### config.mk
export PLATFORM = sky130hd
export DESIGN_NAME = dmem_access_ctrl
export DESIGN_NICKNAME = d
export VERILOG_FILES = /design/src/rtl/dmem_access_ctrl.sv
export SDC_FILE = /design/constraint.sdc
export NUM_CORES = 1
export LEC_CHECK = 0
export BUFFER_PORTS_ARGS = -buffer_cell sky130_fd_sc_hd__buf_2
export CORE_MARGIN = 2
export CORE_UTILIZATION = 46
export CTS_CLUSTER_DIAMETER = 30
export DETAILED_ROUTE_END_ITERATION = 16
export HOLD_SLACK_MARGIN = 0.15
export PLACE_DENSITY = 0.88
export SLEW_MARGIN = 20
export SYNTH_ARGS = -nofsm -noshare
export SYNTH_HDL_FRONTEND = slang
export SYNTH_SLANG_ARGS = --single-unit
### constraint.sdc
create_clock -name clk_i -period 2.2 [get_ports clk_i]
set_input_delay 0.55 -clock clk_i [delete_from_list [all_inputs] [get_ports clk_i]]
set_output_delay 0.55 -clock clk_i [all_outputs]
set_load 0.05 [all_outputs]
### src/rtl/dmem_access_ctrl.sv
// dmem_access_ctrl
// Sequences the MEM stage's access to a multi-cycle data memory over a
// req/ack handshake. One transaction is issued per load/store. The pipeline
// stays frozen until the memory acknowledges, or until the watchdog gives up
// on a memory that never answers.

module dmem_access_ctrl #(
   parameter int AW      = 32,
   parameter int DW      = 32,
   parameter int TIMEOUT = 16,  // max WAIT cycles before error, 0 disables
   parameter int TW      = 8    // watchdog counter width, 2**TW > TIMEOUT
) (
   input  logic          clk_i,
   input  logic          rst_n,
   input  logic [1:0]    M_i,          // bit1 MemRead, bit0 MemWrite
   input  logic [AW-1:0] addr_i,
   input  logic [DW-1:0] wdata_i,
   output logic          stall_o,
   output logic [DW-1:0] rdata_o,
   output logic          mem_req_o,
   output logic          mem_we_o,
   output logic [AW-1:0] mem_addr_o,
   output logic [DW-1:0] mem_wdata_o,
   input  logic          mem_ack_i,
   input  logic [DW-1:0] mem_rdata_i,
   output logic          err_o
);

   typedef enum logic [1:0] {
      S_IDLE,
      S_WAIT,
      S_DONE,
      S_ERR
   } state_t;

   localparam bit          WD_EN   = (TIMEOUT != 0);
   localparam logic [TW-1:0] TO_LAST = TW'(TIMEOUT - 1);

   state_t        state_q, state_d;
   logic          req_q, req_d;
   logic          we_q, we_d;
   logic [AW-1:0] addr_q, addr_d;
   logic [DW-1:0] wdata_q, wdata_d;
   logic [DW-1:0] rdata_q, rdata_d;
   logic          err_q, err_d;
   logic [TW-1:0] cnt_q, cnt_d;

   logic acc;
   assign acc = M_i[1] | M_i[0];

   // Next-state, stall and register updates for the access sequencer.
   always_comb begin
      // NOTE: every signal written here gets a default first, so no path
      // leaves one unassigned and no latch is inferred.
      state_d = state_q;
      req_d   = req_q;
      we_d    = we_q;
      addr_d  = addr_q;
      wdata_d = wdata_q;
      rdata_d = rdata_q;
      err_d   = err_q;
      cnt_d   = cnt_q;
      stall_o = 1'b0;

      case (state_q)
         S_IDLE: begin
            if (acc) begin
               stall_o = 1'b1;
               addr_d  = addr_i;
               wdata_d = wdata_i;
               we_d    = M_i[0];  // MemWrite wins when both bits are set
               req_d   = 1'b1;
               cnt_d   = '0;
               state_d = S_WAIT;
            end
         end

         S_WAIT: begin
            stall_o = 1'b1;
            if (mem_ack_i) begin
               // An ack in the final watchdog cycle still completes cleanly.
               rdata_d = we_q ? '0 : mem_rdata_i;
               req_d   = 1'b0;
               state_d = S_DONE;
            end else if (WD_EN && (cnt_q == TO_LAST)) begin
               req_d   = 1'b0;
               err_d   = 1'b1;
               rdata_d = '0;
               state_d = S_ERR;
            end else begin
               cnt_d = cnt_q + TW'(1);
            end
         end

         // One unstalled cycle; the EX/MEM contents still visible now belong
         // to the instruction just served, so they must not be re-issued.
         S_DONE:  state_d = S_IDLE;
         S_ERR:   state_d = S_IDLE;
         default: state_d = S_IDLE;
      endcase
   end

   // State and datapath registers; reset drops the request immediately.
   always_ff @(posedge clk_i or negedge rst_n) begin
      if (!rst_n) begin
         state_q <= S_IDLE;
         req_q   <= 1'b0;
         we_q    <= 1'b0;
         addr_q  <= '0;
         wdata_q <= '0;
         rdata_q <= '0;
         err_q   <= 1'b0;
         cnt_q   <= '0;
      end else begin
         // NOTE: non-blocking assignments so every flop samples the values
         // from before this edge, independent of statement order.
         state_q <= state_d;
         req_q   <= req_d;
         we_q    <= we_d;
         addr_q  <= addr_d;
         wdata_q <= wdata_d;
         rdata_q <= rdata_d;
         err_q   <= err_d;
         cnt_q   <= cnt_d;
      end
   end

   assign rdata_o     = rdata_q;
   assign mem_req_o   = req_q;
   assign mem_we_o    = we_q;
   assign mem_addr_o  = addr_q;
   assign mem_wdata_o = wdata_q;
   assign err_o       = err_q;

endmodule

# Yosys cells after proc, flatten, opt, wreduce, memory -nomap -nowiden
# Index checks and enable logic that the tools add are counted.
# Widths: inputs -> output; s select.
totals:
  input_bits: 101
  out_inout_bits: 100
  reg_bits: 109
op_classes:
  reduce_logical: 10
  bitwise: 2
  n_eq_ne: 8
  add_sub_neg: 1
  n_mux: 17
ops:
  columns: ["cell", "n"]
  rows:
  - ["$mux 32", 3]
  - ["$mux 8", 3]
  - ["$pmux 8 s2", 1]
  - ["$add 8x1->8 const B", 1]
  - ["$eq 8x4->1 const B", 1]
  - ["$mux 2", 3]
  - ["$ne 2x2->1 const B", 3]
  - ["$pmux 2 s3", 1]
  - ["$reduce_and 2->1", 3]
  - ["$reduce_and 3->1", 2]
  - ["$eq 2x2->1 const B", 2]
  - ["$mux 1", 4]
  - ["$pmux 1 s2", 2]
  - ["$reduce_and 4->1", 1]
  - ["$reduce_bool 2->1", 2]
  - ["$ne 3x3->1 const B", 1]
  - ["$eq 2x1->1 const B", 1]
  - ["$logic_not 2->1", 1]
  - ["$reduce_or 2->1", 1]
  - ["$not 1->1", 1]
  - ["$or 1x1->1", 1]

# Depth between registers and ports, before layout
depth:
  ltp_word: 4
  mapped_depth: 6

# Worst setup path before layout
# No wires, ideal clock.
synth_timing:
  path_kind: "input-to-output"
  from: "in M_i[0]"
  to: "out stall_o"
  t_arrival_ps: 1663
  path_stages: 4
  t_required_ps: 1650
  slack_ps: -13
  cell_sequence: "o21ai_1 buf_2 clkbuf_1 nand2_1"
synth_via:
  elab_chain_len: 3
synth_lines:
  columns: ["item", "line_no", "rtl"]
  rows:
  - ["from (decl)", "15", "input logic [1:0] M_i,"]
  - ["$or 1x1->1", "49", "assign acc = M_i[1] | M_i[0];"]
  - ["$mux 1", "67", "if (acc) begin"]
  - ["$pmux 1 s2", "65", "case (state_q)"]
  - ["to (decl)", "18", "output logic stall_o,"]
# No other way between the ends.

# Worst setup path after layout
layout_timing:
  from: "reg state_q[1]"
  to: "out stall_o"
layout_via:
  elab_chain_len: 2
  word_cells_on_any_way: 3
  classes_between: "1 x eq/ne; 1 x mux; 1 x reduce/logical"
layout_lines:
  columns: ["item", "line_no", "rtl"]
  rows:
  - ["from (decl)", "39", "state_t state_q, state_d;"]
  - ["from (signal assigned)", "117", "state_q <= state_d;"]
  - ["$eq 2x1->1 / $logic_not 2->1 (equally long branches)", "65", null]
  - ["$pmux 1 s2 (*)", "65", null]
# Every way passes the cells marked *; elsewhere a longest branch is shown, timed or not.

==> out/metrics.yaml <==
yosys:
  synth_nets: 508
  synth_top_area_cell: "dfrtp_1"
  synth_area_leaders: "dfrtp_1 65%, nand2_1 18%, a22o_1 6.9%"
  synth_cell_types: 33
  seq_area_frac_synth_pct: 65.2
  synth-seq-cells: 109
  netlist.area_leader.share_pct: 65.2
  yosys_warnings: 0
  syn_inst: 406
  syn_avg_cell_area_um2: 10.3
  syn_area_um2: 4190
critical_path:
  worstPathRequired_ns: 1.65
  worstPathMaxFanout: 4
  cp_data_arrival_time_ns: 1.56
  criticalPathCategory: "reg2out"
  cp-end-kind: "primary output"
  crit_path_start_kind: "register"
sta:
  rsz0062_at_grt: "no"
  finalSetupViolations: 0
  max_freq_ghz: 0.475
  tightest_slew_ns: 0.554
  tns_ns: 0
  finalCritPeriodShare_pct: 95.7
  fin_crit_ns: 2.11
  timing.final.hold_violations: 0
  slew_headroom_pct: 63.1
  drv_slew: 0
  timing.hold.ws_ns: 0.247
  finClkSkew_ns: 0.0126
cts:
  clock_tree.buffer_depth: 2
  cts_resized: 0
  cts_max_level: 3
  cts_setup_buffers: 0
  root_buffer: "clkbuf_8"
  numCtsBuffers: 9
  cts-hold-fix-buffers: 0
  cts_sinks: 109
  clk_pin_slew_worst_paths_ns: 0.10
  cts_tree: "done"
  clock_latency_ns: 0.37
floorplanning:
  die-area_um2: 9880
  core_um2: 8760
  die_h_um: 99.4
  initial_core_util_pct: 47.8
  ioPinCount: 201
  die_w_um: 99.4
  num_rows: 34
grt:
  grt_max_degree: 110
  grt_util_met1_pct: 25.2
  grt_pass1_vias: 3673
  top_usage_layer: "met2"
  met2_usage_pct: 38.4
  grt_pass1_wl_mm: 17.0
  grt_remaining_overflow: 0
  antenna_found_initial: 0
  grt_usage_pct: 21.5
  grt_use_met3_pct: 5.69
pwr:
  power.switching_uw: 5610
  power_frac_seq_pct: 32.5
  comb_power_share_pct: 55.5
  p_leak_uw: 0.00318
  power_density_nw_per_um2: 1870
  swShare_pct: 54.2
  peakVddDrop_mv: 1.03
  intPower_uw: 4740
  p_clk_share_pct: 12.0
final_layout:
  post-route-util_pct: 63.0
  nets: 705
  diodes: 0
  areaGrowthSynthToFinish_pct: 32.0
  layout_commonest_cell: "buf_2"
  drive_gt1_share_pct: 38.3
  layout_common_cells: "199 x buf_2, 197 x nand2_1, 109 x dfrtp_1"
worst_hold_path:
  worst_hold_path_type: "in2async"
drt:
  drt_iter0_markers: 85
  antenna_left: 0
  drc: 0
  viasPerCell: 5.03
  num_vias: 3605
  drt-total-wl_mm: 10.5
  drtPass1Iterations: 4
  wl_per_cell_um: 14.6
job:
  cap_violations: 0
place:
  dp.final_hpwl_mm: 7.45
  io_buffers: 200
  gp_congestion: 0.797
outcome:
  status: "finished clean"
-- worst max-delay path, cell delays in order, from the launching register on --
cell and delay (ns):
dfrtp_1 0.43, nor2_1 0.30, o21ai_4 0.13, nand2_2 0.07
buf_2 0.27
-- sequential cells by signal, indices dropped and copies added, names as in the netlist --
name	flops
mem_we_o	1
state_q	2
cnt_q	8
mem_req_o	1
rdata_o	32
err_o	1
mem_addr_o	32
mem_wdata_o	32
-- routing by layer --
| layer | up-vias | share of wire, % |
|---|---|---|
| li1 | 1714 | - |
| met1 | 1724 | 41 |
| met2 | 155 | 50 |
| met3 | 12 | 7.8 |
| met4 | 0 | 1.1 |
| met5 | - | 0 |
-- Yosys cell counts --
cell       number
inv_1           2
o21ai_2         1
nor2_1          2
a31oi_1         2
or4_4           1
a2bb2oi_1       1
a21o_1          3
buf_6           3
o31a_1          1
nand2_2         1
o21ai_0         5
a22o_1         33
nor4_1          1
o21a_1          4
a21oi_1         2
mux2i_1         1
nor3b_2         1
nor2_4          1
o21ai_1         3
nand3_1         4
o21ai_4         1
inv_2           1
and4_1          1
buf_2           8
clkbuf_1        9
and2b_1         1
and3_1          1
ha_1            1
a21boi_0        1
nand2b_1        1
dfrtp_1       109
nand2_1       198
nor3b_1         2
-- layout make-up --
type | instances | area (µm²)
inverters | 3 | 11.3
multi-input cells | 274 | 1360
well taps | 108 | 135
fillers | 728 | 3240
clock inverters | 7 | 80.1
repair buffers | 206 | 1090
clock buffers | 9 | 124
flip-flops and latches | 109 | 2730
-- final timing paths --
path                                              from                          end  slack, ns  cells past startpoint
min                                              rst_n  mem_wdata_o[15]$_DFFE_PN0P_       0.25                      2
max reg2reg                       cnt_q[4]$_DFFE_PN0P_      rdata_o[22]$_DFFE_PN0P_       0.35                      5
max in group asynchronous                        rst_n   mem_wdata_o[0]$_DFFE_PN0P_       1.53                      2
min reg2reg                mem_wdata_o[13]$_DFFE_PN0P_  mem_wdata_o[13]$_DFFE_PN0P_       0.48                      2
min in group clk_i                          addr_i[30]   mem_addr_o[30]$_DFFE_PN0P_       0.36                      3
max                             state_q[1]$_DFFE_PN0P_                      stall_o       0.09                      4
-- power groups by stage --
stage                     Combinational (µW)  Sequential (µW)  Clock (µW)
after floorplan                         1460             6240           0
after global placement                  5650             3350           0
after detailed placement                5800             3380           0
after CTS                               5790             3360        1280
after global routing                    6110             3460        1340
final                                   5740             3360        1240
-- through the flow --
step | cell area [µm²] | total power [µW] | instances | setup slack, ns
5_1_grt | 5520 | 10900 | 716 | 0.00226
2_1_floorplan | 4190 | 7700 | 406 | 0.0814
3_5_place_dp | 5320 | 9180 | 700 | 0.359
6_report | 5520 | 10300 | 716 | 0.0943
3_3_place_gp | 5320 | 8990 | 700 | 0.430
4_1_cts | 5520 | 10400 | 716 | 0.0773
-- logic make-up (layout without fill, tap and decap cells) --
group           after synthesis  in the layout  synth area share [%]
compound gates               57             57                  10.9
fa+ha+maj                     1              1                 0.299
buf+inv                      23            225                  2.84
flops                       109            109                  65.2
mux                           1              1                 0.239
simple gates                215            215                  20.6
No activity file was read; power rests on OpenSTA's default activity.
